===== config.mk =====
export PLATFORM = sky130hd
export DESIGN_NAME = alu_controller
export DESIGN_NICKNAME = d
export VERILOG_FILES = /design/src/rtl/alu_controller.sv
export SDC_FILE = /design/constraint.sdc
export NUM_CORES = 1
export LEC_CHECK = 0
export CELL_PAD_IN_SITES_DETAIL_PLACEMENT = 1
export CELL_PAD_IN_SITES_GLOBAL_PLACEMENT = 1
export CORE_AREA = 2 2 486 488
export CTS_BUF_LIST = sky130_fd_sc_hd__clkbuf_16
export CTS_CLUSTER_SIZE = 30
export DETAILED_ROUTE_END_ITERATION = 6
export DIE_AREA = 0 0 488 490
export PLACE_DENSITY = 0.43
export SYNTH_ARGS = -nofsm -noshare
export SYNTH_HDL_FRONTEND = slang
export SYNTH_SLANG_ARGS = --single-unit

===== constraint.sdc =====
create_clock -name clock -period 36.8 [get_ports clock]
set_input_delay 3.68 -clock clock [delete_from_list [all_inputs] [get_ports clock]]
set_output_delay 3.68 -clock clock [all_outputs]
set_load 0.1 [all_outputs]

===== src/rtl/alu_controller.sv =====
// Command sequencer for the 5x5 matrix ALU: accepts one operation, drives the
// ALU for as long as the opcode needs, and returns result/overflow/error.
module alu_controller #(
  parameter int MUL_TIMEOUT = 32
) (
  input  logic         clock,
  input  logic         reset,
  input  logic         cmd_valid,
  output logic         cmd_ready,
  input  logic [2:0]   cmd_opcode,
  input  logic [199:0] cmd_A,
  input  logic [199:0] cmd_B,
  input  logic [7:0]   cmd_f,
  output logic         rsp_valid,
  input  logic         rsp_ready,
  output logic [199:0] rsp_C,
  output logic         rsp_overflow,
  output logic [1:0]   rsp_error,
  output logic         busy,
  output logic [199:0] alu_A,
  output logic [199:0] alu_B,
  output logic [7:0]   alu_f,
  output logic [2:0]   alu_opcode,
  input  logic [199:0] alu_C,
  input  logic         alu_overflow,
  input  logic         alu_done
);

  localparam logic [1:0] IDLE  = 2'd0;
  localparam logic [1:0] ISSUE = 2'd1;
  localparam logic [1:0] WAIT  = 2'd2;
  localparam logic [1:0] RESP  = 2'd3;

  localparam logic [2:0] OP_NONE = 3'b000;
  localparam logic [2:0] OP_MUL  = 3'b011;
  localparam logic [2:0] OP_DET  = 3'b111;

  localparam logic [1:0] ERR_OK      = 2'b00;
  localparam logic [1:0] ERR_ILLEGAL = 2'b01;
  localparam logic [1:0] ERR_TIMEOUT = 2'b10;

  localparam int CW = (MUL_TIMEOUT < 1) ? 1 : $clog2(MUL_TIMEOUT + 1);
  localparam logic [CW-1:0] TMO  = CW'(MUL_TIMEOUT);
  localparam logic [CW-1:0] CMAX = '1;

  logic [1:0]    state;
  logic [2:0]    op_q;
  logic [199:0]  a_q;
  logic [199:0]  b_q;
  logic [7:0]    f_q;
  logic [CW-1:0] cnt;
  logic [CW-1:0] cnt_inc;
  logic          capture;

  // Saturating increment: the counter must never wrap back below the limit.
  assign cnt_inc = (cnt == CMAX) ? cnt : cnt + CW'(1);

  // Non-multiply ops complete in their first WAIT cycle; done wins over timeout.
  assign capture = (op_q != OP_MUL) || alu_done;

  always_ff @(posedge clock or posedge reset) begin
    if (reset) begin
      state        <= IDLE;
      op_q         <= '0;
      a_q          <= '0;
      b_q          <= '0;
      f_q          <= '0;
      cnt          <= '0;
      rsp_C        <= '0;
      rsp_overflow <= 1'b0;
      rsp_error    <= ERR_OK;
    end else begin
      case (state)
        IDLE: begin
          if (cmd_valid) begin
            op_q <= cmd_opcode;
            a_q  <= cmd_A;
            b_q  <= cmd_B;
            f_q  <= cmd_f;
            if (cmd_opcode == OP_NONE || cmd_opcode == OP_DET) begin
              rsp_C        <= '0;
              rsp_overflow <= 1'b0;
              rsp_error    <= ERR_ILLEGAL;
              state        <= RESP;
            end else begin
              cnt   <= '0;
              state <= ISSUE;
            end
          end
        end
        ISSUE: state <= WAIT;
        WAIT: begin
          if (capture) begin
            rsp_C        <= alu_C;
            rsp_overflow <= alu_overflow;
            rsp_error    <= ERR_OK;
            state        <= RESP;
          end else begin
            cnt <= cnt_inc;
            if (cnt_inc >= TMO) begin
              rsp_C        <= '0;
              rsp_overflow <= 1'b0;
              rsp_error    <= ERR_TIMEOUT;
              state        <= RESP;
            end
          end
        end
        RESP: if (rsp_ready) state <= IDLE;
        default: state <= IDLE;
      endcase
    end
  end

  assign cmd_ready  = (state == IDLE) && !reset;
  assign busy       = (state != IDLE);
  assign rsp_valid  = (state == RESP);
  assign alu_opcode = (state == ISSUE || state == WAIT) ? op_q : OP_NONE;
  assign alu_A      = a_q;
  assign alu_B      = b_q;
  assign alu_f      = f_q;

endmodule


==> metrics <==
CP max stage cell clkdlybuf4s50_1; via count 22900; later-pin clock latency in the skew report about 710 ps; commonest cells after routing, fill and taps aside 1438 x nand2_1, 1163 x clkdlybuf4s50_1, 622 x dfrtp_1, 226 x inv_1, 202 x mux2i_1; Rel. slew slack 20.8%; WS Path Type input pin to output port; Residual DRC 0; commonest non-fill, non-tap cell in the layout nand2_1; DR iter-0 viols approximately 980; status finished, final reports clean; mux cell area share after synthesis under 10%; Yosys cell types 37; worst reg2reg startpoint state[0]$_DFFE_PP0P_; RePlAce Congestion 0.812; pin count of the biggest net entering global routing 143; core area 0.234 mm^2; hold_buf cts 0; top layer in use met5; Period Utilization, post-route about a quarter; Mapped Area about 0.025 mm^2; CP top delay family buffers and inverters; number of buffers created by CTS 88; Die Area 0.239 mm^2; ys async rst share 100%; fillers 27200; First-pass DRT Iterations 5; total of max-cap violations 0; Vias/cell ~3.2; RSZ-0062 raised after global routing false; Synth Area in Simple Gates roughly 22%; top_reg_cell synth dfrtp_1; Worst-Margin Slew 1180 ps; Data required, critical path 33120 ps; adder-cell share of the synthesized area 0.252%; Syn Nets 3291; Clock Sinks 622; largest family of logic cells by synthesized area simple AND/OR/NAND/NOR gates; total track usage 12.8%; I/O pin cnt 1234; Area Overhead vs Synth 74.3%; worst hold path class register to register; Seq cells post-synth 622; Nets approximately 4500; vias in the first global route 24700; initial antenna violation count 56; Die H 490 um; final setup fails 0; beginning of the worst hold path alu_A[14]$_DFFE_PP0P_; number of port buffers 1233; crit path launch reset; Routed WL 158 mm; dpl hpwl 123 mm; Wirelength per Cell 22.2 um; CTS tree built; count of final max-slew check failures 0; post-synthesis cell count 2669; Syn. warnings 0; most used cell, CP clkdlybuf4s50_1; # H-tree levels 3; Die Wd 488 um; Critical Path, Cell by Cell clkdlybuf4s50_1, nor2_1, clkdlybuf4s50_1; Worst Clk Skew 36.6 ps; Fin. Hold Viols 0; Seq/Total Area, Yosys 62.6%; share of cells above drive strength 1 approximately 5.5%; worst hold slack between 400 and 500 ps; FP Rows 178; Period minus WS final 9160 ps; worst-path maximum fanout 2; Root Driver clkbuf_16; Avg Synthesized Cell Area 9.32 um^2; WP data arrival 5480 ps; XOR/XNOR Fraction of Synth Area 0%; CTS max path bufs 3; Starting Density 10.6%; post-synthesis compound-gate area fraction 0.684%; Fin Setup TNS 0 ps; wire length on met3 16.4 mm; fmax ~110 MHz; EDFF count, synth 0; WL met1 approximately 64 mm; Clk pin slew, worst setup/hold paths 60 ps; CP max stage delay 1140 ps; PostCTS Resize Cnt 0; Setup Buffers After CTS 0; global-route wire length before repair 214 mm; critical path launch point type input pin; Bufs and invs on worst path 2; Detail Route Antenna Nets 0; Setup crit end kind output port; WL met2 73.4 mm; Overflow after GRT 0
metrics by stage:
| step | cell area, um^2 | setup slack [ps] | std cells | utilization [%] |
|---|---|---|---|---|
| CTS | 43300 | 27630 | 7096 | 18.5 |
| global route | 43300 | 27570 | 7102 | 18.5 |
| detailed placement | 40600 | 27630 | 6942 | 17.3 |
| global placement | 40600 | 27630 | 6942 | 17.3 |
| floorplan | 24900 | 15700 | 2669 | - |
| finish | 43300 | 27640 | 7114 | 18.5 |
worst reg2reg max path, stage by stage (launching register included):
cell and delay, ps:
dfrtp_1 380, inv_1 120, ha_1 270, inv_1 160
nor2_4 750, buf_4 650, buf_4 690, buf_4 850
nand2_1 180, mux2i_1 170
cell type report:
| cell class | count | area (um^2) | area share (%) |
|---|---|---|---|
| Clock buffer | 89 | 2230 | 5.14 |
| Timing Repair Buffer | 1260 | 12400 | 28.6 |
| Multi-Input combinational cell | 1701 | 7870 | 18.2 |
| Clock inverter | 65 | 507 | 1.17 |
| Sequential cell | 622 | 15600 | 35.9 |
| Inverter | 209 | 792 | 1.83 |
| Tap cell | 3150 | 3940 | 9.09 |
| Antenna cell | 18 | 45.0 | 0.104 |
per-layer routing:
layer	vias to the layer above	track usage, %
li1	10500	-
met1	11200	15.0
met2	938	21.1
met3	193	5.66
met4	40	3.48
met5	-	0
registers in the layout (all words and copies together), names as in the netlist:
register,cells
rsp_C,200
alu_B,200
op_q,3
rsp_overflow,1
cnt,6
state,2
alu_A,200
alu_f,8
rsp_error,2
kinds of logic (layout without fill, tap and decap cells):
| logic type | after synthesis | after routing |
|---|---|---|
| flops | 622 | 622 |
| buf+inv | 346 | 1623 |
| simple gates | 1466 | 1466 |
| other cells | 0 | 18 |
| mux | 205 | 205 |
| compound gates | 25 | 25 |
| fa+ha+maj | 5 | 5 |
cells in the mapped netlist (2+ instances only):
master | count | area (um^2)
nand2_1 | 1439 | 5400
dfrtp_1 | 622 | 15600
inv_1 | 209 | 785
mux2i_1 | 202 | 2020
clkbuf_1 | 107 | 402
buf_6 | 19 | 214
nor2_1 | 7 | 26.3
buf_1 | 6 | 22.5
o21ai_0 | 6 | 30.0
and2_1 | 5 | 31.3
ha_1 | 5 | 62.6
nand3_1 | 4 | 20.0
a21oi_1 | 3 | 15.0
a31oi_1 | 3 | 18.8
buf_4 | 3 | 22.5
o22ai_1 | 3 | 18.8
and3_1 | 2 | 12.5
buf_2 | 2 | 10.0
mux2_1 | 2 | 22.5
nand2b_1 | 2 | 12.5
or3_1 | 2 | 12.5
path summary, 6_finish.rpt:
path | cells after the start | slack, ps | end
worst max-delay path | 3 | 27640 | cmd_ready
worst min-delay path | 2 | 470 | alu_A[14]$_DFFE_PP0P_
worst max register to register | 9 | 32470 | rsp_C[90]$_DFFE_PP0P_
worst min register to register | 2 | 470 | alu_A[14]$_DFFE_PP0P_
max in group asynchronous | 7 | 29260 | alu_B[122]$_DFFE_PP0P_
min in group asynchronous | 2 | 3570 | alu_A[2]$_DFFE_PP0P_
Power is not shown: default switching activity piles up to over one toggle a cycle in this logic, so the estimate is an artifact.
